===== src/rtl/axi_slv_wch_arbiter.sv =====
// Write-data scheduler for one crossbar slave port.
// Grants are recorded in AW order and replayed one burst at a time on the
// slave W channel, so W beats never interleave and always follow AW order.
//
//   state     | meaning
//   ----------+---------------------------------------------------------
//   ST_IDLE   | no burst selected; W outputs and all m_wready held at 0
//   ST_ACTIVE | burst of master cur_idx muxed onto the slave W channel
module axi_slv_wch_arbiter #(
   parameter int NUM_MST    = 3,
   parameter int AXI_ID_W   = 4,
   parameter int AXI_DATA_W = 32,
   parameter int OSTD_DEPTH = 4,
   localparam int IDX_W     = $clog2(NUM_MST),
   localparam int STRB_W    = AXI_DATA_W / 8
) (
   input  logic                          aclk,
   input  logic                          srst,
   input  logic                          aw_push,
   input  logic [IDX_W-1:0]              aw_push_idx,
   input  logic [3:0]                    aw_push_len,
   output logic                          aw_fifo_full,
   input  logic [NUM_MST-1:0]            m_wvalid,
   output logic [NUM_MST-1:0]            m_wready,
   input  logic [NUM_MST-1:0]            m_wlast,
   input  logic [NUM_MST*AXI_ID_W-1:0]   m_wid,
   input  logic [NUM_MST*AXI_DATA_W-1:0] m_wdata,
   input  logic [NUM_MST*STRB_W-1:0]     m_wstrb,
   output logic                          s_wvalid,
   input  logic                          s_wready,
   output logic                          s_wlast,
   output logic [AXI_ID_W-1:0]           s_wid,
   output logic [AXI_DATA_W-1:0]         s_wdata,
   output logic [STRB_W-1:0]             s_wstrb,
   output logic                          wlast_err
);

   localparam int PTR_W = $clog2(OSTD_DEPTH);
   localparam int CNT_W = PTR_W + 1;

   localparam logic [0:0] ST_IDLE   = 1'b0;
   localparam logic [0:0] ST_ACTIVE = 1'b1;

   logic [0:0]       state;
   logic [IDX_W-1:0] fifo_idx [OSTD_DEPTH];
   logic [3:0]       fifo_len [OSTD_DEPTH];
   logic [PTR_W-1:0] rd_ptr;
   logic [PTR_W-1:0] wr_ptr;
   logic [CNT_W-1:0] count;
   logic [IDX_W-1:0] cur_idx;
   logic [3:0]       cur_len;
   logic [3:0]       beat_cnt;

   logic sel_last;
   logic beat;
   logic pop;
   logic push_ok;

   assign aw_fifo_full = (count == CNT_W'(OSTD_DEPTH));

   // Select the current master's W channel; everything reads 0 when idle.
   always_comb begin
      s_wvalid = 1'b0;
      s_wlast  = 1'b0;
      s_wid    = '0;
      s_wdata  = '0;
      s_wstrb  = '0;
      m_wready = '0;
      sel_last = 1'b0;
      if (state == ST_ACTIVE) begin
         for (int i = 0; i < NUM_MST; i++) begin
            if (cur_idx == IDX_W'(i)) begin
               s_wvalid    = m_wvalid[i];
               m_wready[i] = s_wready;
               s_wid       = m_wid[i*AXI_ID_W +: AXI_ID_W];
               s_wdata     = m_wdata[i*AXI_DATA_W +: AXI_DATA_W];
               s_wstrb     = m_wstrb[i*STRB_W +: STRB_W];
               sel_last    = m_wlast[i];
            end
         end
         s_wlast = (beat_cnt == cur_len);
      end
   end

   // Pop when idle with work queued, or on a final beat so the next burst
   // starts without a bubble. A pop frees a slot for a same-cycle push.
   always_comb begin
      beat    = s_wvalid && s_wready;
      pop     = (count != '0) && ((state == ST_IDLE) || (beat && s_wlast));
      push_ok = aw_push && (!aw_fifo_full || pop);
   end

   // Grant storage; contents are don't-care while their slot is empty.
   always_ff @(posedge aclk) begin
      if (push_ok) begin
         fifo_idx[wr_ptr] <= aw_push_idx;
         fifo_len[wr_ptr] <= aw_push_len;
      end
   end

   // Order FIFO pointers, burst tracking FSM and wlast checker.
   always_ff @(posedge aclk) begin
      if (srst) begin
         state     <= ST_IDLE;
         rd_ptr    <= '0;
         wr_ptr    <= '0;
         count     <= '0;
         beat_cnt  <= '0;
         cur_idx   <= '0;
         cur_len   <= '0;
         wlast_err <= 1'b0;
      end else begin
         if (push_ok) wr_ptr <= wr_ptr + PTR_W'(1);
         if (pop)     rd_ptr <= rd_ptr + PTR_W'(1);
         count     <= count + CNT_W'(push_ok) - CNT_W'(pop);
         wlast_err <= beat && (sel_last != s_wlast);
         case (state)
            ST_IDLE: begin
               if (pop) begin
                  cur_idx  <= fifo_idx[rd_ptr];
                  cur_len  <= fifo_len[rd_ptr];
                  beat_cnt <= '0;
                  state    <= ST_ACTIVE;
               end
            end
            ST_ACTIVE: begin
               if (beat) begin
                  if (!s_wlast) begin
                     beat_cnt <= beat_cnt + 4'd1;
                  end else if (pop) begin
                     cur_idx  <= fifo_idx[rd_ptr];
                     cur_len  <= fifo_len[rd_ptr];
                     beat_cnt <= '0;
                  end else begin
                     state <= ST_IDLE;
                  end
               end
            end
            default: state <= ST_IDLE;
         endcase
      end
   end

endmodule


===== config.mk =====
export PLATFORM = sky130hd
export DESIGN_NAME = axi_slv_wch_arbiter
export DESIGN_NICKNAME = d
export VERILOG_FILES = /design/src/rtl/axi_slv_wch_arbiter.sv
export SDC_FILE = /design/constraint.sdc
export NUM_CORES = 1
export LEC_CHECK = 0
export CAP_MARGIN = 20
export CORE_MARGIN = 4
export CORE_UTILIZATION = 30
export DETAILED_ROUTE_END_ITERATION = 8
export PLACE_DENSITY_LB_ADDON = 0.25
export SYNTH_ARGS = -nofsm -noshare
export SYNTH_HDL_FRONTEND = slang
export SYNTH_SLANG_ARGS = --single-unit

===== constraint.sdc =====
create_clock -name aclk -period 5.15 [get_ports aclk]
set_input_delay 0.7725 -clock aclk [delete_from_list [all_inputs] [get_ports aclk]]
set_output_delay 0.7725 -clock aclk [all_outputs]
set_load 0.1 [all_outputs]

==> flow_summary_export.csv <==
group,metric,value,unit
timing,rsz0062_at_grt,"false",
clock_tree,root_buffer,"clkbuf_8",
synth,yosys.area.top_type,"edfxtp_1",
power_and_ir_drop,seqPwrFrac,0.193,
grt,grt_overflow,0,
timing,hold_violations,0,
setup_path,worstSetupPathType,"in -> out",
synth,ys.flop_type,"edfxtp_1",
timing,worst_slew_pin_slew,1.04,ns
floorplanning,initial_core_util,0.312,
synth,synthArstFlopShare,0,
synth,ys_warn_count,0,
floorplanning,fp.dieW,109,um
routing,drt-total-wl,10700,um
placed_design,placed_area,0.00489,mm^2
clock_tree,cts_tree,"built",
setup_path,path_cells,"clkdlybuf4s50_1 -> mux2i_1 -> o21ai_0 -> and2_1 -> clkdlybuf4s50_1",
grt,grt_pass1_vias,2908,
placed_design,dp_hpwl,8510,um
finish,layout_commonest_cell,"clkdlybuf4s50_1",
clock_tree,cts.hold.buffers_added,0,
clock_tree,clock_sinks,45,
worst_hold_path,hold_class,"reg -> reg",
floorplanning,rows,36,
finish,drive_above_1_share,0.143,
clock_tree,worstSkewPairLatency,0.30,ns
grt,antenna_found_initial,0,
timing,max_freq,0.276,GHz
routing,wl_met1,4010,um
routing,avgViaCountPerCell,4.65,
setup_path,start_kind,"input port",
outcome,status,"finished clean",
routing,met3_length,1140,um
floorplanning,die_area,0.0120,mm^2
routing,ant_nets,0,
routing,highest_layer,"met4",
setup_path,critPathMostFrequentCell,"clkdlybuf4s50_1",
synth,syn_area_per_cell,9.19,um^2
timing,period_share,0.703,
grt,grt_max_degree,43,
power_and_ir_drop,p_sw,1.64,mW
timing,finalSetupViolCount,0,
timing,finalCriticalPeriod,3.62,ns
setup_path,arrival,2.85,ns
clock_tree,numCtsBuffers,5,
synth,syn_area,0.00309,mm^2
setup_path,critPathRequiredTime,4.38,ns
routing,drt-pass1-iter-count,4,
synth,synth.area.top_cells,"edfxtp_1, mux2i_1, dfxtp_1, and2_1, o21ai_0",
placed_design,place_congestion,0.786,
power_and_ir_drop,ir_worst_vdd,0.000329,V
setup_path,crit_path_end_kind,"primary output",
routing,wl_met2,5440,um
setup_path,slowest_stage,"clkdlybuf4s50_1",
power_and_ir_drop,power.leakage,1.83,nW
power_and_ir_drop,p_total,2.80,mW
synth,synth_enable_flop_cells,24,
floorplanning,io_pins,183,
routing,first_iter_violations,125,
floorplanning,core,0.00991,mm^2
power_and_ir_drop,internal_power,1.16,mW
finish,design_area,0.00500,mm^2
synth,synth_cell_types,38,
floorplanning,dieHeight,109,um
routing,post-route-drc-count,0,
finish,antenna_cells,0,
job,cap_violations,0,
routing,dr_total_vias,2966,
timing,setup_tns,0,ns
timing,maxSlewHeadroom,0.305,
clock_tree,postCtsSetupRepairBufs,0,
clock_tree,clkTransAtPathRegs,0.08,ns
finish,most-common-layout-cells,"clkdlybuf4s50_1, o21ai_0, and2_1",
synth,ys_ff_latch,45,
setup_path,critPathMaxFanout,3,
power_and_ir_drop,powerDensity,560,mW/mm^2
placed_design,place.port_buffers,182,
power_and_ir_drop,pwr-share-clk,0.081,
clock_tree,clockBufferDepth,2,
setup_path,crit_path_max_incr_delay,1.17,ns
power_and_ir_drop,combPwrFrac,0.726,
grt,track_usage,0.165,
power_and_ir_drop,switching_share,0.585,
grt,grt_pass1_wl,15400,um
finish,syn_to_final_growth,61.8,%
finish,post-route-util,0.504,
timing,drv_slew,0,
finish,fin_nets,647,
synth,ys_seq_area_frac,0.369,
synth,netlist.area_leader.share,0.233,
timing,skew,0.00635,ns
routing,wl_per_cell,16.8,um
synth,postSynthCellCount,336,
clock_tree,cts.htree.levels,2,
synth,synth_nets,479,
clock_tree,ctsResizeCount,0,
-- sequential cells by signal (all words and copies together), names as in the netlist, named ones only --
name       count
rd_ptr         2
wr_ptr         2
cur_idx        2
cur_len        4
wlast_err      1
beat_cnt       4
state          1
fifo_idx       8
fifo_len      16
count          3
-- logic make-up after synthesis --
group / synth area share
AND/OR/NAND/NOR: 0.218
buffers and inverters: 0.0445
adder cells (fa/ha/maj): 0.0308
AO/OA/AOI/OAI: 0.114
XOR/XNOR: 0.0284
flip-flops: 0.369
multiplexers: 0.195
-- cell usage after synthesis (2+ instances only) --
cell type and number:
nand3b_4 2, ha_1 6, mux4_2 6, nand2b_1 2, buf_2 5, o21ai_0 49, nor2b_1 2, and2_1 46
edfxtp_1 24, nand2_1 42, nand3_1 9, inv_1 6, nor3_1 8, xnor2_1 8, clkbuf_1 17, buf_4 3
xor2_1 2, a21oi_1 10, nor2_1 7, dfxtp_1 21, mux2i_1 44
-- layer usage --
layer,vias to the layer above,track usage
li1,1510,-
met3,13,0.0528
met5,-,0
met1,1339,0.180
met4,0,0.0401
met2,104,0.309
-- worst paths after layout --
kind                           start                      end  slack [ns]  cells past startpoint
max                      m_wvalid[1]                 s_wvalid        1.53                      5
max reg2reg         state$_SDFF_PP0_      count[2]$_SDFF_PP0_        2.11                     11
min          cur_len[3]$_SDFFE_PP0P_  cur_len[3]$_SDFFE_PP0P_        0.50                      2
min reg2reg  cur_len[3]$_SDFFE_PP0P_  cur_len[3]$_SDFFE_PP0P_        0.50                      2
-- power groups by stage --
stage                     Clock, mW  Sequential [mW]  Combinational, mW
after CTS                     0.234            0.544               2.04
after global placement            0            0.548               2.02
final                         0.226            0.541               2.03
after global routing          0.248            0.557               2.14
after floorplan                   0            0.488               1.62
after detailed placement          0            0.552               2.03
-- layout make-up --
type                            instances  area, um^2
Timing Repair Buffer                  187        1760
Clock inverter                          2        13.8
Tap cell                              133         166
Clock buffer                            6        82.6
Multi-Input combinational cell        259        1810
Sequential cell                        45        1140
Inverter                                6        22.5
Fill cell                             947        4910
-- stage by stage --
| stage | cells | worst slack (ns) | hold slack [ns] |
|---|---|---|---|
| finish | 638 | 1.53 | 0.495 |
| global route | 638 | 1.41 | 0.539 |
| CTS | 637 | 1.51 | 0.498 |
| detailed placement | 629 | 1.51 | 0.486 |
| global placement | 629 | 1.51 | 0.476 |
| floorplan | 336 | 0.930 | 0.453 |
-- worst max-delay path: cells and delay by family --
family | cells | cell delay, ns
buffers and inverters | 2 | 1.62
AOI/OAI and AO/OA | 1 | 0.17
muxes | 1 | 0.14
and+or+nand+nor | 1 | 0.14
No activity file was read; power rests on OpenSTA's default activity.
